<file path="src/rtl/rr_dmux4_arbiter.sv">
// Round-robin arbiter for a shared 4-way demultiplexed write path.
// Emits a registered one-hot grant plus the 2-bit demux select code.
// Supports multi-cycle ownership, zero-gap handoff, and a bounded hold
// timeout that forces a one-cycle release when others are waiting.
//
// state   | meaning
// --------+-----------------------------------------------------------
// IDLE    | no owner; next nonzero req is granted on the coming edge
// OWN     | sel holds the owner; grant one-hot, hold counter running
// PREEMPT | owner revoked by timeout; one dead cycle, then acts as IDLE
module rr_dmux4_arbiter #(
    parameter int HOLD_MAX = 16,
    parameter int CNT_W    = 8
) (
    input  logic       clk,
    input  logic       reset_n,
    input  logic [3:0] req,
    output logic [3:0] grant,
    output logic [1:0] sel,
    output logic       busy,
    output logic       preempt
);

    typedef enum logic [1:0] {
        IDLE    = 2'd0,
        OWN     = 2'd1,
        PREEMPT = 2'd2
    } state_t;

    // Counter value at which the owner has held the grant HOLD_MAX cycles.
    localparam int HOLD_LAST = (HOLD_MAX == 0) ? 0 : HOLD_MAX - 1;

    state_t           state_q, state_n;
    logic [3:0]       grant_q, grant_n;
    logic [1:0]       sel_q, sel_n;
    logic             busy_q, busy_n;
    logic             preempt_q, preempt_n;
    logic [1:0]       last_q, last_n;
    logic [CNT_W-1:0] cnt_q, cnt_n;

    logic [1:0]       win;
    logic [3:0]       others;

    // Search last+1, last+2, last+3, last; first set request wins.
    function automatic logic [1:0] rr_pick(input logic [3:0] r, input logic [1:0] p);
        logic [1:0] idx;
        logic       found;
        rr_pick = p;
        found   = 1'b0;
        for (int k = 1; k <= 4; k++) begin
            idx = p + 2'(k);
            if (!found && r[idx]) begin
                rr_pick = idx;
                found   = 1'b1;
            end
        end
    endfunction

    // In OWN, last_q equals the owner, so one picker serves both the
    // fresh-grant and the handoff case.
    assign win    = rr_pick(req, last_q);
    assign others = req & ~(4'b0001 << sel_q);

    // Next-state and next-output decode.
    always_comb begin
        state_n   = state_q;
        grant_n   = grant_q;
        sel_n     = sel_q;
        busy_n    = busy_q;
        preempt_n = 1'b0;
        last_n    = last_q;
        cnt_n     = cnt_q;
        case (state_q)
            IDLE, PREEMPT: begin
                if (|req) begin
                    state_n = OWN;
                    grant_n = 4'b0001 << win;
                    sel_n   = win;
                    busy_n  = 1'b1;
                    last_n  = win;
                    cnt_n   = '0;
                end else begin
                    state_n = IDLE;
                    grant_n = 4'b0000;
                    busy_n  = 1'b0;
                end
            end
            OWN: begin
                if (req[sel_q]) begin
                    // >= also covers a counter that ran past the limit while
                    // the owner was alone and a competitor shows up later.
                    if ((HOLD_MAX != 0) && (|others) && (cnt_q >= CNT_W'(HOLD_LAST))) begin
                        state_n   = PREEMPT;
                        grant_n   = 4'b0000;
                        busy_n    = 1'b0;
                        preempt_n = 1'b1;
                        last_n    = sel_q;
                    end else if (cnt_q != '1) begin
                        cnt_n = cnt_q + 1'b1;
                    end
                end else if (|others) begin
                    grant_n = 4'b0001 << win;
                    sel_n   = win;
                    last_n  = win;
                    cnt_n   = '0;
                end else begin
                    state_n = IDLE;
                    grant_n = 4'b0000;
                    busy_n  = 1'b0;
                end
            end
            default: begin
                state_n = IDLE;
                grant_n = 4'b0000;
                busy_n  = 1'b0;
            end
        endcase
    end

    // State and registered outputs; reset clears everything immediately.
    always_ff @(posedge clk or negedge reset_n) begin
        if (!reset_n) begin
            state_q   <= IDLE;
            grant_q   <= 4'b0000;
            sel_q     <= 2'b00;
            busy_q    <= 1'b0;
            preempt_q <= 1'b0;
            last_q    <= 2'd3;
            cnt_q     <= '0;
        end else begin
            state_q   <= state_n;
            grant_q   <= grant_n;
            sel_q     <= sel_n;
            busy_q    <= busy_n;
            preempt_q <= preempt_n;
            last_q    <= last_n;
            cnt_q     <= cnt_n;
        end
    end

    assign grant   = grant_q;
    assign sel     = sel_q;
    assign busy    = busy_q;
    assign preempt = preempt_q;

endmodule
</file>
<file path="config.mk">
export PLATFORM = sky130hd
export DESIGN_NAME = rr_dmux4_arbiter
export DESIGN_NICKNAME = d
export VERILOG_FILES = /design/src/rtl/rr_dmux4_arbiter.sv
export SDC_FILE = /design/constraint.sdc
export NUM_CORES = 1
export LEC_CHECK = 0
export ABC_AREA = 1
export CORE_UTILIZATION = 55
export DETAILED_ROUTE_END_ITERATION = 8
export PLACE_DENSITY_LB_ADDON = 0.12
export SLEW_MARGIN = 40
export SYNTH_ARGS = -nofsm -noshare
export SYNTH_HDL_FRONTEND = slang
export SYNTH_SLANG_ARGS = --single-unit
</file>
<file path="constraint.sdc">
create_clock -name clk -period 1.87 [get_ports clk]
set_clock_uncertainty 0.05 [all_clocks]
set_input_delay 0.374 -clock clk [delete_from_list [all_inputs] [get_ports clk]]
set_output_delay 0.374 -clock clk [all_outputs]
set_load 0.01 [all_outputs]
</file>
==> flow_summary.toml <==
[run_status]
status = "finished, final reports clean"

[timing]
slew_viol_final = 0
hold_viol = 0
timing.final.crit_share = 0.963
worst_slew_pin_slew_ns = 0.278
fin_crit_ns = 1.80
clock.fmax_mhz = 556
setup_viol = 0
relSlewSlack = 0.813
rsz0062_at_grt = "true"
tns_ns = 0
finalWorstSetupSlack_ns = 0.0699

[clock_network]
clock_latency_ns = 0.32
cts.sinks = 20
clk_pin_slew_ns = 0.11
clk_path_buf_depth = 2
cts_tree = "done"
cts_root_buf = "clkbuf_4"
ctsHoldBuffers = 0
cts_buffers = 3
cts_max_level = 1

[grt]
gr-total-overflow = 0
antenna_found_initial = 0
grt_usage = 0.285
grt_max_degree = 21
grt_pass1_wl_um = 5780
grt_pass1_vias = 1374

[worst_setup_path]
slowest_delay_ns = 0.59
rrSetupSlack_ns = 0.07
critical_path_class = "reg -> reg"
r2r_cells = 11
worstPathArrival_ns = 1.95
worstPathRequired_ns = 2.02
r2r_start = "last_q[0]$_DFFE_PN1P_"
end_kind = "flip-flop"
worstPathMaxFanout = 8
crit_chain = "inv_4 -> nand2_1 -> nand2_1 -> nand2_2 -> nand2_2 -> nor2_4 -> nand2_2 -> nand3_2 -> nand2_2 -> nand2_1 -> o21ai_0"
cp-start-kind = "flip-flop"
cp_common_cell = "nand2_2"
r2r_end = "sel[1]$_DFFE_PN0P_"
worst_path_max_delay_cell = "dfstp_2"

[route]
viasPerCell = 5.53
postRouteAntennaNets = 0
drc = 0
vias = 1553
wirelength_um = 3700
dr.pass1.iters = 4
routedWlPerCell_um = 13.1
drt_iter0_drc = 50

[flow_run]
max_cap_violations = 0

[floorplanning]
core-area_um2 = 2480
die_y_um = 53.1
die_area_um2 = 2820
initial_utilization = 0.579
rows = 18
die_x_um = 53.1
ios = 14

[layout]
fillers = 192
final_layout_size_suffix_gt1_frac = 0.239
final_area_um2 = 1820
multiInputGateArea_um2 = 846
areaGrowthSynthToFinish_pct = 27.1
antenna_cells = 0
regArea_um2 = 505
fin_nets = 259
final_util = 0.735

[synthesis]
synth_nets = 224
ys_dominant_reg_cell = "dfrtp_1"
synth-edff-count = 0
synth_cell_types = 29
syn_inst = 217
yosysSeqAreaShare = 0.351
ys_async_sr_fraction = 1.00
netlist_area_um2 = 1430
avgSynthCellArea_um2 = 6.61
yosys_register_bits = 20
yosysWarnings = 0

[place]
place_congestion = 0.983
dp_hpwl_um = 2630
dp_slack_ns = -0.187
detailed_place.area_um2 = 1700
port_buffers = 13

[power]
power.total_mw = 2.98
peakVddDrop_v = 0.00143
leakage_nw = 0.983
p_per_area_nw_per_um2 = 1630

[worst_hold_path]
worst_hold_path_type = "in -> async"
synth_stat cells (2+ instances only):
cell type   n  area share
nand2_1    85        0.22
a21oi_1     3       0.010
buf_4       2       0.010
dfstp_2     2       0.037
nor2_2      2      0.0087
nand2_2     7       0.031
o21ai_1     5       0.017
o21ai_0     3       0.010
nor2_1     16       0.042
inv_1      20       0.052
nand3_2     3       0.021
dfrtp_1    18        0.31
nor4_1      2      0.0087
nand4_1     9       0.039
nand3_1    22       0.077
inv_2       5       0.013
how the worst max path moves through the flow:
stage | from | to | cells after the start
after global routing | last_q[0]$_DFFE_PN1P_ | sel[1]$_DFFE_PN0P_ | 11
after detailed placement | req[3] | sel[1]$_DFFE_PN0P_ | 11
after global placement | req[3] | cnt_q[3]$_DFFE_PN0P_ | 10
after CTS | last_q[0]$_DFFE_PN1P_ | sel[1]$_DFFE_PN0P_ | 11
after floorplan | last_q[0]$_DFFE_PN1P_ | grant[2]$_DFFE_PN0P_ | 11
final | last_q[0]$_DFFE_PN1P_ | sel[1]$_DFFE_PN0P_ | 11
power breakdown:
part / switching, mW / total, mW / internal, mW / leakage, nW
registers: 0.118 / 0.694 / 0.576 / 0.258
logic: 1.16 / 1.93 / 0.764 / 0.698
clock network: 0.140 / 0.357 / 0.217 / 0.0279
cell families (layout without fill, tap and decap cells):
family / Yosys count / after routing / synth area share
compound gates: 13 / 13 / 0.0489
xor+xnor: 1 / 1 / 0.00611
fa+ha+maj: 1 / 1 / 0.00872
buf+inv: 29 / 63 / 0.0881
flops: 20 / 20 / 0.351
simple gates: 153 / 153 / 0.497
critical path, delay by kind of cell (launching register included):
kind | cells | cell delay [ns]
AND/OR/NAND/NOR | 9 | 0.92
flip-flops | 1 | 0.59
AO/OA/AOI/OAI | 1 | 0.08
buffers and inverters | 1 | 0.07
through the flow:
stage          instances  hold WS (ns)
6_report             281         0.343
4_1_cts              277         0.360
2_1_floorplan        217        0.0284
3_5_place_dp         273         0.424
3_3_place_gp         273         0.409
5_1_grt              281         0.387
cell type report:
cell class,instances,share of cell area
multi-input cells,168,0.464
flip-flops and latches,20,0.277
repair buffers,33,0.154
inverters,26,0.0549
well taps,30,0.0206
clock inverters,1,0.0165
clock buffers,3,0.0124
routing by layer:
metal,vias up,global-route usage,share of wire
met5,-,0,0
met4,0,0.105,0.021
met3,11,0.0489,0.078
met1,705,0.391,0.45
met2,71,0.445,0.46
li1,766,-,-
registers in the layout, indices dropped and copies added (netlist names):
signal   cells
sel          2
busy         1
state_q      2
grant        4
preempt      1
cnt_q        8
last_q       2
layout by cell type (no fill, tap or decap), types with 2 or more instances in the layout:
master,count
nor2_4,2
buf_4,20
o21ai_0,3
nand4_1,9
dfrtp_1,16
dfrtp_2,2
nand2_2,13
nand3_1,20
a21oi_1,3
nor2_1,16
nand2_1,79
clkbuf_4,3
clkdlybuf4s50_1,13
inv_1,20
o21ai_1,4
nand3_2,4
dfstp_2,2
nor4_1,2
inv_2,5
what timing repair did:
action                                  CTS  global route
endpoints found under the setup margin    0            18
buffers inserted                          0             4
gates resized for setup                   0            13
Note: power is estimated with default switching activity, not from simulation.
